==> src/rtl/seconds_countdown.sv <==
// Seconds stage of a kitchen-timer countdown: BCD ss digits, 1 s prescaler,
// borrow pulse to the minutes stage and a done flag at 00:00.
module seconds_countdown #(
  parameter int unsigned TICK_DIV = 50000000
) (
  input  logic       clk,
  input  logic       clear,
  input  logic       loadn,
  input  logic [3:0] data_ones,
  input  logic [3:0] data_tens,
  input  logic       start,
  input  logic       stop,
  input  logic       min_zero,
  output logic [3:0] ones,
  output logic [3:0] tens,
  output logic       carry_out,
  output logic       min_en,
  output logic       running,
  output logic       done
);

  localparam int unsigned PW = (TICK_DIV > 1) ? $clog2(TICK_DIV) : 1;
  localparam logic [PW-1:0] TERM = PW'(TICK_DIV - 1);

  typedef enum logic [1:0] {
    IDLE  = 2'd0,
    RUN   = 2'd1,
    PAUSE = 2'd2,
    DONE  = 2'd3
  } state_t;

  state_t        state_q, state_d;
  logic [3:0]    ones_q, ones_d;
  logic [3:0]    tens_q, tens_d;
  logic          carry_q, carry_d;
  logic          min_en_q, min_en_d;
  logic          running_q, running_d;
  logic          done_q, done_d;
  logic [PW-1:0] presc_q, presc_d;

  logic [3:0] dt_clamp, do_clamp, ld_tens;
  logic       ld_carry;
  logic       can_run;

  // Keypad tens of 6..9 are folded into a +1 minute carry.
  always_comb begin
    dt_clamp = (data_tens > 4'd9) ? 4'd9 : data_tens;
    do_clamp = (data_ones > 4'd9) ? 4'd9 : data_ones;
    ld_tens  = dt_clamp;
    ld_carry = 1'b0;
    if (dt_clamp >= 4'd6) begin
      ld_tens  = dt_clamp - 4'd6;
      ld_carry = 1'b1;
    end
  end

  assign can_run = start && !stop && ((tens_q != 4'd0) || (ones_q != 4'd0) || !min_zero);

  always_comb begin
    state_d  = state_q;
    ones_d   = ones_q;
    tens_d   = tens_q;
    carry_d  = carry_q;
    presc_d  = presc_q;
    min_en_d = 1'b0;
    case (state_q)
      RUN: begin
        if (stop) begin
          state_d = PAUSE;
        end else if (presc_q == TERM) begin
          presc_d = '0;
          if (ones_q != 4'd0) begin
            ones_d = ones_q - 4'd1;
          end else if (tens_q != 4'd0) begin
            ones_d = 4'd9;
            tens_d = tens_q - 4'd1;
          end else if (!min_zero) begin
            tens_d   = 4'd5;
            ones_d   = 4'd9;
            min_en_d = 1'b1;
          end
          if ((ones_d == 4'd0) && (tens_d == 4'd0) && min_zero) begin
            state_d = DONE;
          end
        end else begin
          presc_d = presc_q + PW'(1);
        end
      end
      default: begin
        if (!loadn) begin
          tens_d  = ld_tens;
          ones_d  = do_clamp;
          carry_d = ld_carry;
          state_d = IDLE;
        end else if ((state_q != DONE) && can_run) begin
          state_d = RUN;
          if (state_q == IDLE) begin
            presc_d = '0;
          end
        end
      end
    endcase
    running_d = (state_d == RUN);
    done_d    = (state_d == DONE);
  end

  always_ff @(posedge clk or posedge clear) begin
    if (clear) begin
      state_q   <= IDLE;
      ones_q    <= '0;
      tens_q    <= '0;
      carry_q   <= 1'b0;
      min_en_q  <= 1'b0;
      running_q <= 1'b0;
      done_q    <= 1'b0;
      presc_q   <= '0;
    end else begin
      state_q   <= state_d;
      ones_q    <= ones_d;
      tens_q    <= tens_d;
      carry_q   <= carry_d;
      min_en_q  <= min_en_d;
      running_q <= running_d;
      done_q    <= done_d;
      presc_q   <= presc_d;
    end
  end

  assign ones      = ones_q;
  assign tens      = tens_q;
  assign carry_out = carry_q;
  assign min_en    = min_en_q;
  assign running   = running_q;
  assign done      = done_q;

endmodule

==> config.mk <==
export PLATFORM = sky130hd
export DESIGN_NAME = seconds_countdown
export DESIGN_NICKNAME = d
export VERILOG_FILES = /design/src/rtl/seconds_countdown.sv
export SDC_FILE = /design/constraint.sdc
export NUM_CORES = 1
export LEC_CHECK = 0
export ABC_AREA = 1
export CAP_MARGIN = 10
export CORE_UTILIZATION = 45
export DETAILED_ROUTE_END_ITERATION = 10
export PLACE_DENSITY_LB_ADDON = 0.12
export SETUP_SLACK_MARGIN = 0.02
export SLEW_MARGIN = 20
export SYNTH_ARGS = -nofsm -noshare
export SYNTH_HDL_FRONTEND = slang
export SYNTH_SLANG_ARGS = --single-unit
==> constraint.sdc <==
create_clock -name clk -period 2.61 [get_ports clk]
set_clock_uncertainty 0.1 [all_clocks]
set_input_delay 0.6525 -clock clk [delete_from_list [all_inputs] [get_ports clk]]
set_output_delay 0.6525 -clock clk [all_outputs]
set_load 0.1 [all_outputs]
### Word-level counts from Yosys, hierarchy flattened

Cells that the tools add are included.

| cells by class | value |
|---|---|
| add/sub/neg operators | 4 |
| order comparisons | 3 |
| equality and inequality tests | 8 |
| mux-type cells | 42 |
| bitwise gates (word level) | 2 |
| reductions and logical operators | 20 |

Operators with widths:

| kind | count |
|---|---|
| $mux 26 | 6 |
| $mux 4 | 23 |
| $add 26x1->26 const B | 1 |
| $eq 26x26->1 const B | 1 |
| $mux 2 | 6 |
| $gt 4x4->1 const B | 2 |
| $logic_not 4->1 | 2 |
| $reduce_bool 4->1 | 2 |
| $sub 4x1->4 const B | 2 |
| $mux 1 | 7 |
| $ne 2x2->1 const B | 3 |
| $reduce_bool 2->1 | 3 |
| $logic_and 1x1->1 | 5 |
| $eq 2x1->1 const B | 2 |
| $ge 4x3->1 const B | 1 |
| $reduce_and 4->1 | 1 |
| $sub 4x3->4 const B | 1 |
| $reduce_and 3->1 | 1 |
| $eq 2x2->1 const B | 1 |
| $logic_not 1->1 | 2 |
| $logic_not 2->1 | 1 |
| $logic_or 1x1->1 | 2 |
| $ne 2x1->1 const B | 1 |
| $not 1->1 | 2 |
| $reduce_and 2->1 | 1 |

| word-level totals | value |
|---|---|
| flip-flop bits (word level) | 40 |
| input port bits | 14 |
| output and inout port bits | 12 |
| word-level logic and storage cells | 87 |

### Logic depth before layout (Yosys ltp)

Gate-level depths: netlist of the first run.

| depth | value |
|---|---|
| depth in word-level cells | 14 |
| depth in mapped cells | 14 |
| mapped depth without buffers | 14 |

### Least setup slack after synthesis of the first run

Ideal clock, no wire load.

| path | value |
|---|---|
| path type | flip-flop to flip-flop |
| start | reg ones_q[0], in the netlist ones[0] |
| end | reg presc_q[11] |
| setup time | 125 ps |
| arrival | 2470 ps |
| required time | 2385 ps |
| slack | -85 ps |
| cell stages (with the launch flop) | 14 |
| buffers on the path | 1 |
| clock period less this slack | 2695 ps |
| path through | dfrtp_1 > inv_1 > ha_1 > nand2_2 > nor2_4 > nand2_1 > nand3_1 > nand2_1 > nand2_2 > nor2_4 > buf_6 > nand2_1 > o21ai_1 > a21oi_1 |

| on the way | value |
|---|---|
| longest elaborated chain between the ends | 7 |

RTL lines:

| element | line | text |
|---|---|---|
| start: declaration | 33 | `logic [3:0] ones_q, ones_d;` |
| start signal: assignment | 119 | `ones_q <= ones_d;` |
| $reduce_bool 4->1 | 57 | `assign can_run = start && !stop && ((tens_q != 4'd0) \|\| (ones_q != 4'd0) \|\| !min_zero);` |
| $logic_or 1x1->1 (2 in a row) | 57 |  |
| $logic_and 1x1->1 | 57 |  |
| $logic_and 1x1->1 | 95 | `end else if ((state_q != DONE) && can_run) begin` |
| $reduce_bool 2->1 (no source line) | -- |  |
| $reduce_and 4->1 (no source line) | -- |  |
| end signal: assignment | 125 | `presc_q <= presc_d;` |
| end: declaration | 39 | `logic [PW-1:0] presc_q, presc_d;` |

No other way between the ends.
A chain may end at the register's enable or synchronous reset.

### Worst setup path in the final report of the first run

| path | value |
|---|---|
| start | in data_tens[3] |
| end | reg tens_q[2], in the netlist tens[2] |

| on the way | value |
|---|---|
| longest elaborated chain between the ends | 6 |
| elaborated cells on any way between the ends | 7 |
| classes of those cells | add/sub (1); order compare (2); mux (4) |

RTL lines:

| element | line | text |
|---|---|---|
| start: declaration | 10 | `input logic [3:0] data_tens,` |
| $gt 4x4->1 | 47 | `dt_clamp = (data_tens > 4'd9) ? 4'd9 : data_tens;` |
| $mux 4 (*) | 47 |  |
| $sub 4x3->4 / $ge 4x3->1 (equally long branches) | 52, 51 |  |
| $mux 4 (*) | 51 | `if (dt_clamp >= 4'd6) begin` |
| $mux 4 (*) | 90 | `if (!loadn) begin` |
| $mux 4 (*) | 66 | `case (state_q)` |
| end signal: assignment | 120 | `tens_q <= tens_d;` |
| end: declaration | 34 | `logic [3:0] tens_q, tens_d;` |

Every way passes the cells marked *; elsewhere a longest branch is shown, timed or not. The select of a mux whose other input is x is not followed.

==> results of run 1 <==
-- cell type report --
cell class              count  area share
clock buffers               5      0.0212
clock inverters             3      0.0131
inverters                  59      0.0681
multi-input cells         310       0.459
flip-flops and latches     40       0.309
well taps                  75      0.0289
repair buffers             36       0.101
-- layer usage --
metal  vias up  GRT usage  routed length, µm
met1      1292      0.345               3590
met5         -          0                  0
met3         7     0.0477                350
met4         0     0.0696                 67
met2        70      0.370               3080
li1       1415          -                  -
-- power by group through the flow --
stage	Sequential [µW]	Clock [µW]	Combinational (µW)
2_1_floorplan	1030	0	340
3_3_place_gp	746	0	840
3_5_place_dp	747	0	847
4_1_cts	735	533	849
5_1_grt	747	556	922
6_report	736	519	848
-- logic make-up (layout without fill, tap and decap cells) --
| logic type | after synthesis | count (layout) |
|---|---|---|
| and+or+nand+nor | 248 | 248 |
| xor gates and xnor gates | 9 | 9 |
| DFF | 40 | 40 |
| buffers and inverters | 66 | 103 |
| AOI/OAI and AO/OA | 48 | 48 |
| adders and majority gates | 5 | 5 |
-- synthesized netlist by cell type, drive strengths merged --
| cell type | number |
|---|---|
| o21a | 3 |
| o211ai | 3 |
| nor3b | 3 |
| xor2 | 8 |
| inv | 59 |
| o21ai | 18 |
| xnor2 | 1 |
| and3 | 1 |
| o31ai | 3 |
| nand3b | 2 |
| a21oi | 17 |
| nor4 | 3 |
| nand4 | 9 |
| o21bai | 1 |
| nand2 | 112 |
| o22ai | 1 |
| buf | 7 |
| a31oi | 1 |
| nand3 | 33 |
| nor2 | 66 |
| a2bb2oi | 1 |
| ha | 5 |
| dfrtp | 40 |
| nor3 | 19 |
-- worst min-delay path by stage --
stage	startpoint	end	cells after the start
final	carry_out	carry_out	2
after global routing	carry_out	carry_out	2
after CTS	carry_out	carry_out	2
after detailed placement	carry_out	carry_out	2
after global placement	presc_q[25]	presc_q[25]	2
after floorplan	presc_q[25]	presc_q[25]	2
-- worst max-delay path, cell delays in order --
cell and delay (ns):
clkdlybuf4s50_1 0.55, o21a_1 0.19, nor2_1 0.07, ha_1 0.17, nor2_1 0.12, o31ai_1 0.10
inv_1 0.12, o21ai_0 0.12, o21ai_0 0.17, nor2_1 0.06, a21oi_1 0.11
-- sequential cells by signal (all words and copies together) (netlist names) --
register / cells
carry_out: 1
done: 1
min_en: 1
ones: 4
presc_q: 26
running: 1
state_q: 2
tens: 4
-- per-stage QoR --
| stage | util | area [µm²] | setup TNS, ns | std cells | setup slack [ns] |
|---|---|---|---|---|---|
| finish | 0.549 | 3250 | 0 | 528 | 0.298 |
| global route | 0.549 | 3250 | 0 | 528 | 0.144 |
| CTS | 0.549 | 3250 | 0 | 528 | 0.311 |
| detailed placement | 0.530 | 3140 | -0.00835 | 520 | -0.00835 |
| global placement | 0.530 | 3140 | 0 | 520 | 0.0486 |
| floorplan | - | 2770 | 0 | 416 | 0.0219 |
==> metrics list, run 1 <==
- Run status: finished clean
- Initial cell density of the core: 0.466
- From bottom edge to top edge, the die measures between 80 and 90 µm.
- Static power due to leakage: approximately 0.0016 µW
- Width of the die: 80.3 µm
- Across every metal layer, demand over resource in global routing totals 0.242.
- The floorplan has 28 rows.
- The worst register-to-register path begins at ones[0].
- Worst-skew pair later-pin latency: 0.30 ns
* Synthesized area per cell: 6.64 µm²
- Detailed routing inserted a total of 2784 vias.
- Total wirelength of the detailed-routed design: between 7000 and 8000 µm
* Drt first pass iters: 5
- For this run, the post-layout net count is 471.
* Number of global-route vias before repair: 2568
* Clock tree root driver cell: clkbuf_8
- Of the post-synthesis cell area, the part taken by muxes is 0.
- Setup violations remaining at the end of the flow were counted as 0.
- Largest buffer count on any clock path: 2
* Worst reg2reg path depth: 13
- The tightest hold path in the finished design has a slack of 0.435 ns.
- Leading cell type in the layout, fill and taps excluded: nand2_1
- Slew at the pin closest to its max-slew limit: between 0.5 and 0.6 ns
- The first global-routing pass estimated ~12000 µm of wire.
- Sequential-to-total area share from yosys stat: 0.362
- Internal reg-to-reg setup slack: 0.34 ns
- IR analysis of the VDD net gives a maximum drop of around 0.45 mV.
- The floorplan step defined a die boundary enclosing between 6000 and 7000 µm².
* Power after layout: 2100 µW
* Total overflow reported by the global router: 0
* Post-route DRC violation count: 0
- Pins over their slew limit: 0
* Synthesis warning total: 0
* Antenna diode instance count: 0
- The critical path in this run is classified as in2reg.
- Measured against its own limit, the worst slew margin works out to 0.637.
- Mean number of vias per cell: around 5.3
- Inserted Clock Buffers: 5
- Average wire length per cell after detail routing: 13.4 µm
- In this run the worst setup path terminates at tens[2].
- At the end of routability-driven placement, the weighted congestion stood at 0.962.
* # clock sinks: 40
- In this run the critical register-to-register path is captured at presc_q[3].
- Post-CTS setup buffer count: 0
- Of the cells placed in the final design, the portion with a size suffix greater than 1 is 0.0949.
- Path class of the lowest-slack min-delay path: reg2reg
- Sequential cell area in the final layout: 1000 µm²
- Dominant cell type by area after synthesis: dfrtp_1
* Critical path startpoint: data_tens[3]
- The count of nets left with antenna violations once routing finished came out at 0.
- The HPWL after detailed placement is 5330 µm.
- Unrepaired setup endpoints after global routing: no
* Layout fillers: 591
- Area used by multi-input combinational logic: 1490 µm²
- The share of total power dissipated in sequential elements is 0.350.
- The routed design could run at a clock period as short as around 2.3 ns.
* Count of instances resized after the clock tree is built: 0
- After synthesis, the netlist uses 33 different library cells.
- The post-synthesis compound-gate area fraction came to 0.0983.
* Maximum achievable frequency: 432 MHz
- During I/O placement, the number of pins put on the boundary was 26.
- Buffers placed on the I/O ports in this run total 25.
- Number of nets in the synthesized netlist: 435
- Placeable core region: 5920 µm²
* Maximum number of pins on one net before global-route repair: 41
* Initial antenna violation count: 0
- Synthesis produced 416 cells.
- Leading cell types by total area after synthesis: dfrtp_1 36%, nand2_1 15%, nor2_1 8.6%, inv_1 7.7%, nand3_1 6.0%
- Initial detailed-routing violation count: just under 200
- In this run the power spent charging and discharging nets is 917 µW.
- Area growth, synth to finish: 17.7%
- CTS tree: yes
- Share of the synthesized netlist area taken by xor and xnor gates: 0.0285
- Of the total synthesized cell area, the portion taken by full adders, half adders and majority gates is 0.0227.
- Hold violation count in the final report: 0
- Peak fanout along the critical path: 4
* Clk network pwr share: 0.247
* Area share of the largest cell type after synthesis: 0.362
- Type of origin of the critical path: primary input
- In the finished design, the share of the clock period the worst path needs comes to 0.886.
* Area of the mapped netlist: around 2800 µm²
* Switching share of power: 0.436
- The tool flagged a number of max-cap violations equal to 0.
* H-tree lvl count: 2
- The internal portion of the total power is 1190 µW.
* Simple-Gate Fraction of Synth Area: 0.391
- Req. time, crit path: ~2.7 ns
* Combinational share of power: 0.403
- The top cell types in the final layout, fill and taps aside, are 109 x nand2_1, 63 x nor2_1, 57 x inv_1, 37 x dfrtp_1, 33 x nand3_1.
- Post-CTS Hold Fix Bufs: 0
- Power spread over the standard cell area amounts to 647 nW/µm².
- Clock-pin slew was measured on the worst setup and hold paths at 0.08 ns.
- Synthesized flop and latch total: 40
* Main combinational cell family by area after synthesis: simple AND/OR/NAND/NOR gates
* Kind of capture point of the worst setup path: register
- Signal arrival time at the worst endpoint: 2.44 ns
No activity file was read; power rests on OpenSTA's default activity.
==> inputs of run 2 (changes only) <==
Settings changed: CORE_MARGIN set to 2, GPL_TIMING_DRIVEN set to 0.
==> metrics list, run 2 (synthesis results as in run 1) <==
- The number of buffers added by the clock tree synthesis step came to 5 (unchanged).
- Req. time, crit path: 1.86 ns (was 2.74 ns)
- Post-route cell area: 3360 µm² (was 3250 µm²)
- The share of post-route cells with drive strength above 1 was 0.0788 (was 0.0949).
- The register-to-register setup slack came to 0.27 ns (was 0.34 ns).
- Critical path startpoint: tens[1] (was data_tens[3])
- The number of antenna violations at the first check in global routing was 0 (unchanged).
- The clock network fraction of total power was 0.310 (was 0.247).
- Maximum number of pins on one net before global-route repair: 23 (was 41)
- Number of flip-flops under the largest register name: 26 (unchanged)
* Total wirelength of the detailed-routed design: 7410 µm (was 7080 µm)
- The area of the placeable core was 5920 µm² (unchanged).
- Input/output buffers: 25 (unchanged)
- Switching power of the nets: 929 µW (was 917 µW)
* Slew at the pin closest to its max-slew limit: 0.975 ns (was 0.540 ns)
* Final period demand of the worst path: 2.54 ns (was 2.31 ns)
- Type of origin of the critical path: register (was primary input)
* Worst reg2reg path depth: 13 (unchanged)
- The kind of end point of the critical path was an output port (was register).
* CP Buf/Inv Count: 1 (was 2)
* I/O Pins: 26 (unchanged)
* Final weighted congestion of routability-driven global placement: 0.909 (was 0.962)
* Antenna diode instance count: 0 (unchanged)
- The leading cell type in the layout, fill and taps excluded is nand2_1 (unchanged).
* Maximum achievable frequency: 393 MHz (was 432 MHz)
- Layout fillers: 589 (was 591)
- Area of the die: 6780 µm² (was 6450 µm²)
- Largest delay contributor family on the critical path: buffers and inverters (was compound AO/OA/AOI/OAI gates)
- The part of the cycle the worst path needs was 0.974 (was 0.886).
* Combinational share of power: 0.373 (was 0.403)
- Initial detailed-routing violation count: 214 (was 195)
- The worst slew margin relative to its limit was 0.348 (was 0.637).
* Hold-critical path depth: 2 (unchanged)
- Highest-count cells in the layout ignoring fill and taps: 109 x nand2_1, 63 x nor2_1, 55 x inv_1, 37 x dfrtp_1, 33 x nand3_1 (was 109 x nand2_1, 63 x nor2_1, 57 x inv_1, 37 x dfrtp_1, 33 x nand3_1).
- Die outline height: 82.3 µm (was 80.3 µm)
- The multi-input logic area is 1500 µm² (was 1490 µm²).
- Pint: 1380 µW (was 1190 µW)
* Crit Reg-Reg Startpoint: tens[0] (was ones[0])
* Number of cells after detailed placement: 517 (was 520)
- Clock tree root driver cell: clkbuf_8 (unchanged)
- The final net count is 475 (was 471).
* Total overflow reported by the global router: 0 (unchanged)
- The worst endpoint data arrival time is 1.79 ns (was 2.44 ns).
* Mean number of vias per cell: 5.29 (was 5.27)
- The end of the worst hold path is carry_out (unchanged).
- Ordered list of cells on the worst path: clkdlybuf4s50_1 (was clkdlybuf4s50_1 > o21a_1 > nor2_1 > ha_1 > nor2_1 > o31ai_1 > inv_1 > o21ai_0 > o21ai_0 > nor2_1 > a21oi_1)
- The switching fraction of total power is 0.401 (was 0.436).
- Number of non-filler instances in the completed layout: 532 (was 528)
* Sequential cell area in the final layout: 1000 µm² (unchanged)
* Pins over their slew limit: 0 (unchanged)
- The number of placement rows came to 28 (unchanged).
* CTS tree: yes (unchanged)
- Combined global-route utilization of all metal layers: 0.240 (was 0.242)
- The number of endpoints with negative hold slack in the final report was 0 (unchanged).
- Area growth, synth to finish: 21.6% (was 17.7%)
- Register bank with the most flops: presc_q (unchanged)
* DPL Wire Length: 5720 µm (was 5330 µm)
- The standby leakage power is 0.00165 µW (was 0.00160 µW).
* Unrepaired setup endpoints after global routing: no (unchanged)
- The initial core utilization was 0.466 (unchanged).
- Reg clk slew, reported paths: 0.08 ns (about the same)
- Run status: finished clean (unchanged)
- The type of the most critical hold path is reg2reg (unchanged).
* Cell with the largest stage delay on the worst path: clkdlybuf4s50_1 (unchanged)
- Number of vias after detailed routing: 2812 (was 2784)
- Number of setup violations in the final report: 0 (unchanged)
* Cell area after placement: 3140 µm² (about the same)
* Worst-skew pair later-pin latency: 0.31 ns (was 0.30 ns)
* Drt first pass iters: 5 (unchanged)
- The number of global-route vias before repair is 2616 (was 2568).
- The path type of the worst setup path is reg2out (was in2reg).
- The count of nets left with antenna violations after detail routing came to 0 (unchanged).
- Endpoint of the lowest-slack register-to-register path: presc_q[7] (was presc_q[3])
- # clock sinks: 40 (unchanged)
- Power density over the cells: 689 nW/µm² (was 647 nW/µm²)
- Largest incremental delay on the critical path: 1.13 ns (was 0.55 ns)
- The number of hold buffers added after CTS is 0 (unchanged).
* Average wire length per cell after detail routing: 13.9 µm (was 13.4 µm)
- Wire length of the first global-routing pass: 12400 µm (was 11800 µm)
- The die outline width came to 82.3 µm (was 80.3 µm).
- The number of cells on the critical path was 1 (was 11).
* H-tree lvl count: 2 (unchanged)
* Maximum vdd ir drop: 0.429 mV (was 0.447 mV)
* Largest buffer count on any clock path: 2 (unchanged)
- The count of max-cap constraint violations came to 0 (unchanged).
- Peak fanout along the critical path: 2 (was 4)
* Post-route DRC violation count: 0 (unchanged)
- The power share of the sequential group was 0.317 (was 0.350).
* Hold Crit Start: carry_out (unchanged)
run 2: cell count changes in the layout (fill, tap and decap cells not counted), moves of 2 or more:
cell,delta
inv_1,-2
buf_12,-2
dlymetal6s2s_1,+3
bufinv_16,+2
dlygate4sd2_1,+5
buf_4,-11
clkdlybuf4s50_1,+4
buf_2,+2
run 2: cell type report:
| type | instances | area share |
|---|---|---|
| multi-input combinational | 310 | 0.446 |
| inverter | 59 | 0.0671 |
| clock inverter | 3 | 0.0268 |
| sequential | 40 | 0.299 |
| timing repair buffer | 33 | 0.0987 |
| buffer | 7 | 0.0142 |
| tap | 75 | 0.0279 |
| clock buffer | 5 | 0.0205 |
run 2: what timing repair did:
action | 4_1_cts | 5_1_grt
resized for setup | 5 | 5
pin swaps | 0 | 1
setup buffers | 0 | 7
setup endpoints to repair | 5 | 8
run 2: stage by stage:
| step | hold WS [ns] | power, µW | worst slack, ns | utilization | TNS [ns] |
|---|---|---|---|---|---|
| after global placement | 0.413 | 1580 | -0.0996 | 0.525 | -0.776 |
| after global routing | 0.471 | 2430 | 0.0197 | 0.567 | 0 |
| after detailed placement | 0.414 | 1590 | -0.117 | 0.530 | -0.780 |
| after CTS | 0.437 | 2290 | 0.0365 | 0.556 | 0 |
| final | 0.438 | 2310 | 0.0674 | 0.567 | 0 |
| after floorplan | 0.390 | 1370 | 0.0219 | - | 0 |
run 2: power groups by stage:
stage / Sequential [µW] / Clock (µW) / Combinational [µW]
after floorplan: 1030 / 0 / 340
after global placement: 747 / 0 / 836
after detailed placement: 748 / 0 / 845
after CTS: 735 / 725 / 833
after global routing: 743 / 747 / 944
final: 735 / 717 / 862
run 2: per-layer routing:
| layer | share of wire | up-vias | GRT usage |
|---|---|---|---|
| li1 | - | 1420 | - |
| met1 | 0.51 | 1301 | 0.357 |
| met2 | 0.43 | 82 | 0.357 |
| met3 | 0.048 | 9 | 0.0370 |
| met4 | 0.015 | 0 | 0.0733 |
| met5 | 0 | - | 0 |
run 2: how the worst max path moves through the flow:
stage                  endpoint  slack (ns)
floorplan           presc_q[11]        0.02
global placement        ones[1]        -0.1
detailed placement  presc_q[19]       -0.12
CTS                     ones[0]        0.04
global route         presc_q[7]        0.02
finish                  tens[1]        0.07
==> inputs of run 3 (changes only) <==
Settings changed: CAP_MARGIN 10 to 20, TNS_END_PERCENT set to 5.
==> metrics list, run 3 (synthesis results as in run 1) <==
- The number of endpoints with negative hold slack in the final report is 0 (unchanged).
* DPL Wire Length: 5720 µm (unchanged)
- The detailed-routing iteration count for the pre-antenna-repair pass is 5 (unchanged).
* Placeable core region: 5920 µm² (unchanged)
- Input/output buffers: 25 (unchanged)
- The multi-input logic area was 1500 µm² (unchanged).
* Antenna diode instance count: 0 (unchanged)
* Highest-count cells in the layout ignoring fill and taps: 109 x nand2_1, 63 x nor2_1, 55 x inv_1, 37 x dfrtp_1, 33 x nand3_1 (unchanged)
- The area of the die came to 6780 µm² (unchanged).
- Final period demand of the worst path: 2.58 ns (was 2.54 ns)
* Initial antenna violation count: 0 (unchanged)
- Period utilization: 0.987 (was 0.974)
* Mean number of vias per cell: 5.29 (about the same)
* Static power due to leakage: 0.00163 µW (was 0.00165 µW)
* CP Buf/Inv Count: 1 (unchanged)
- Width of the die: 82.3 µm (unchanged)
- The TritonCTS clock tree is yes (unchanged).
- The worst endpoint data arrival time is 1.82 ns (was 1.79 ns).
- Post-route DRC violation count: 0 (unchanged)
- The number of levels in the clock H-tree came to 2 (unchanged).
* Dpl ws: -0.117 ns (unchanged)
- The maximum VDD drop came to 0.429 mV (about the same).
* Clock tree root driver cell: clkbuf_8 (unchanged)
- Final net count: 475 (unchanged)
- Cell with the largest stage delay on the worst path: clkdlybuf4s50_1 (unchanged)
- The number of placement rows is 28 (unchanged).
* Run status: finished clean (unchanged)
- Maximum achievable frequency: 388 MHz (was 393 MHz)
- Average wire length per cell after detail routing: 13.9 µm (about the same)
- The kind of end point of the critical path was an output port (unchanged).
* Number of setup violations in the final report: 0 (unchanged)
* Power after layout: 2320 µW (was 2310 µW)
- Number of vias after detailed routing: 2813 (was 2812)
* Initial detailed-routing violation count: 214 (unchanged)
- Reg clk slew, reported paths: 0.08 ns (about the same)
- The slew of the pin with the lowest slew margin is 0.975 ns (unchanged).
* Wire length of the first global-routing pass: 12400 µm (unchanged)
* I/O Pins: 26 (unchanged)
- # clock sinks: 40 (unchanged)
- Total wirelength of the detailed-routed design: 7400 µm (was 7410 µm)
- Largest incremental delay on the critical path: 1.13 ns (about the same)
- The count of nets left with antenna violations after detail routing was 0 (unchanged).
- Ordered list of cells on the worst path: clkdlybuf4s50_1 (unchanged).
- The number of slew-limit violations in the final report is 0 (unchanged).
- The initial core utilization is 0.466 (unchanged).
* Die outline height: 82.3 µm (unchanged)
- The number of global-route vias before repair is 2616 (unchanged).
* Final weighted congestion of routability-driven global placement: 0.909 (unchanged)
- Proportion of layout cells with a drive suffix above 1: 0.0788 (unchanged)
* Power density over the cells: 691 nW/µm² (was 689 nW/µm²)
- The required time of the critical path was 1.86 ns (about the same).
- Critical Setup Path Class: reg2out (unchanged)
- Register bank with the most flops: presc_q (unchanged)
- Maximum number of pins on one net before global-route repair: 23 (unchanged)
* Worst-skew pair later-pin latency: 0.31 ns (about the same)
- Max_slew headroom: 0.348 (unchanged)
- The global router's overall resource usage came to 0.240 (unchanged).
- The largest fanout of any net on the critical path is 3 (was 2).
* Path class of the lowest-slack min-delay path: reg2reg (unchanged)
- The growth of design area from synthesis to finish is 21.3% (was 21.6%).
- Total overflow reported by the global router: 0 (unchanged)
* Post-CTS Hold Fix Bufs: 0 (unchanged)
- The leading cell type in the layout, fill and taps excluded is nand2_1 (unchanged).
- Worst setup slack after layout: 0.0339 ns (was 0.0674 ns)
- Inserted Clock Buffers: 5 (unchanged)
- The nature of the critical path startpoint was a register (unchanged).
- The largest buffer count on any clock path was 2 (unchanged).
* Layout fillers: 590 (was 589)
- Unrepaired setup endpoints after global routing: yes (was no).
* Largest delay contributor family on the critical path: buffers and inverters (unchanged)
- Number of flip-flops under the largest register name: 26 (unchanged)
* Sequential cell area in the final layout: 1000 µm² (unchanged)
- Max capacitance violation total: 0 (unchanged)
[run 3: what timing repair did]
item | 4_1_cts | 5_1_grt
gates resized for setup | 5 | 2
setup buffers | 0 | 7
endpoints found under the setup margin | 5 | 8
pin swaps | 0 | 1
[run 3: worst paths after layout]
path	startpoint	to	slack, ns	depth (start not counted)
worst max-delay path	ones[0]	ones[0]	0.03	1
worst min-delay path	carry_out	carry_out	0.44	2
worst max register to register	tens[0]	presc_q[7]	0.27	13
worst min register to register	carry_out	carry_out	0.44	2
max in group asynchronous	clear	ones[0]	1.36	3
min in group asynchronous	clear	presc_q[5]	0.58	2
[run 3: layout make-up]
class / instances / share of cell area
multi-input combinational: 310 / 0.447
sequential: 40 / 0.300
timing repair buffer: 33 / 0.0967
inverter: 59 / 0.0672
tap: 75 / 0.0280
clock inverter: 3 / 0.0269
clock buffer: 5 / 0.0205
buffer: 7 / 0.0142
[run 3: where the power goes]
group	internal, µW	switching [µW]	total [µW]
registers	678	57.4	735
clock network	478	239	717
logic	230	633	863
total	1390	929	2320
[run 3: per-layer routing]
metal	wire length (µm)	global-route usage	share of wire
met3	352	0.0370	0.048
met1	3780	0.357	0.51
met4	108	0.0733	0.015
met5	0	0	0
met2	3160	0.357	0.43
[run 3: metrics by stage]
stage	utilization	cell area, µm²	instances	setup TNS (ns)	hold WS (ns)
after floorplan	-	2770	416	0	0.390
after detailed placement	0.530	3140	517	-0.780	0.414
final	0.566	3350	532	0	0.439
after global routing	0.566	3350	532	0	0.478
after CTS	0.556	3290	525	0	0.437
after global placement	0.525	3110	516	-0.776	0.413
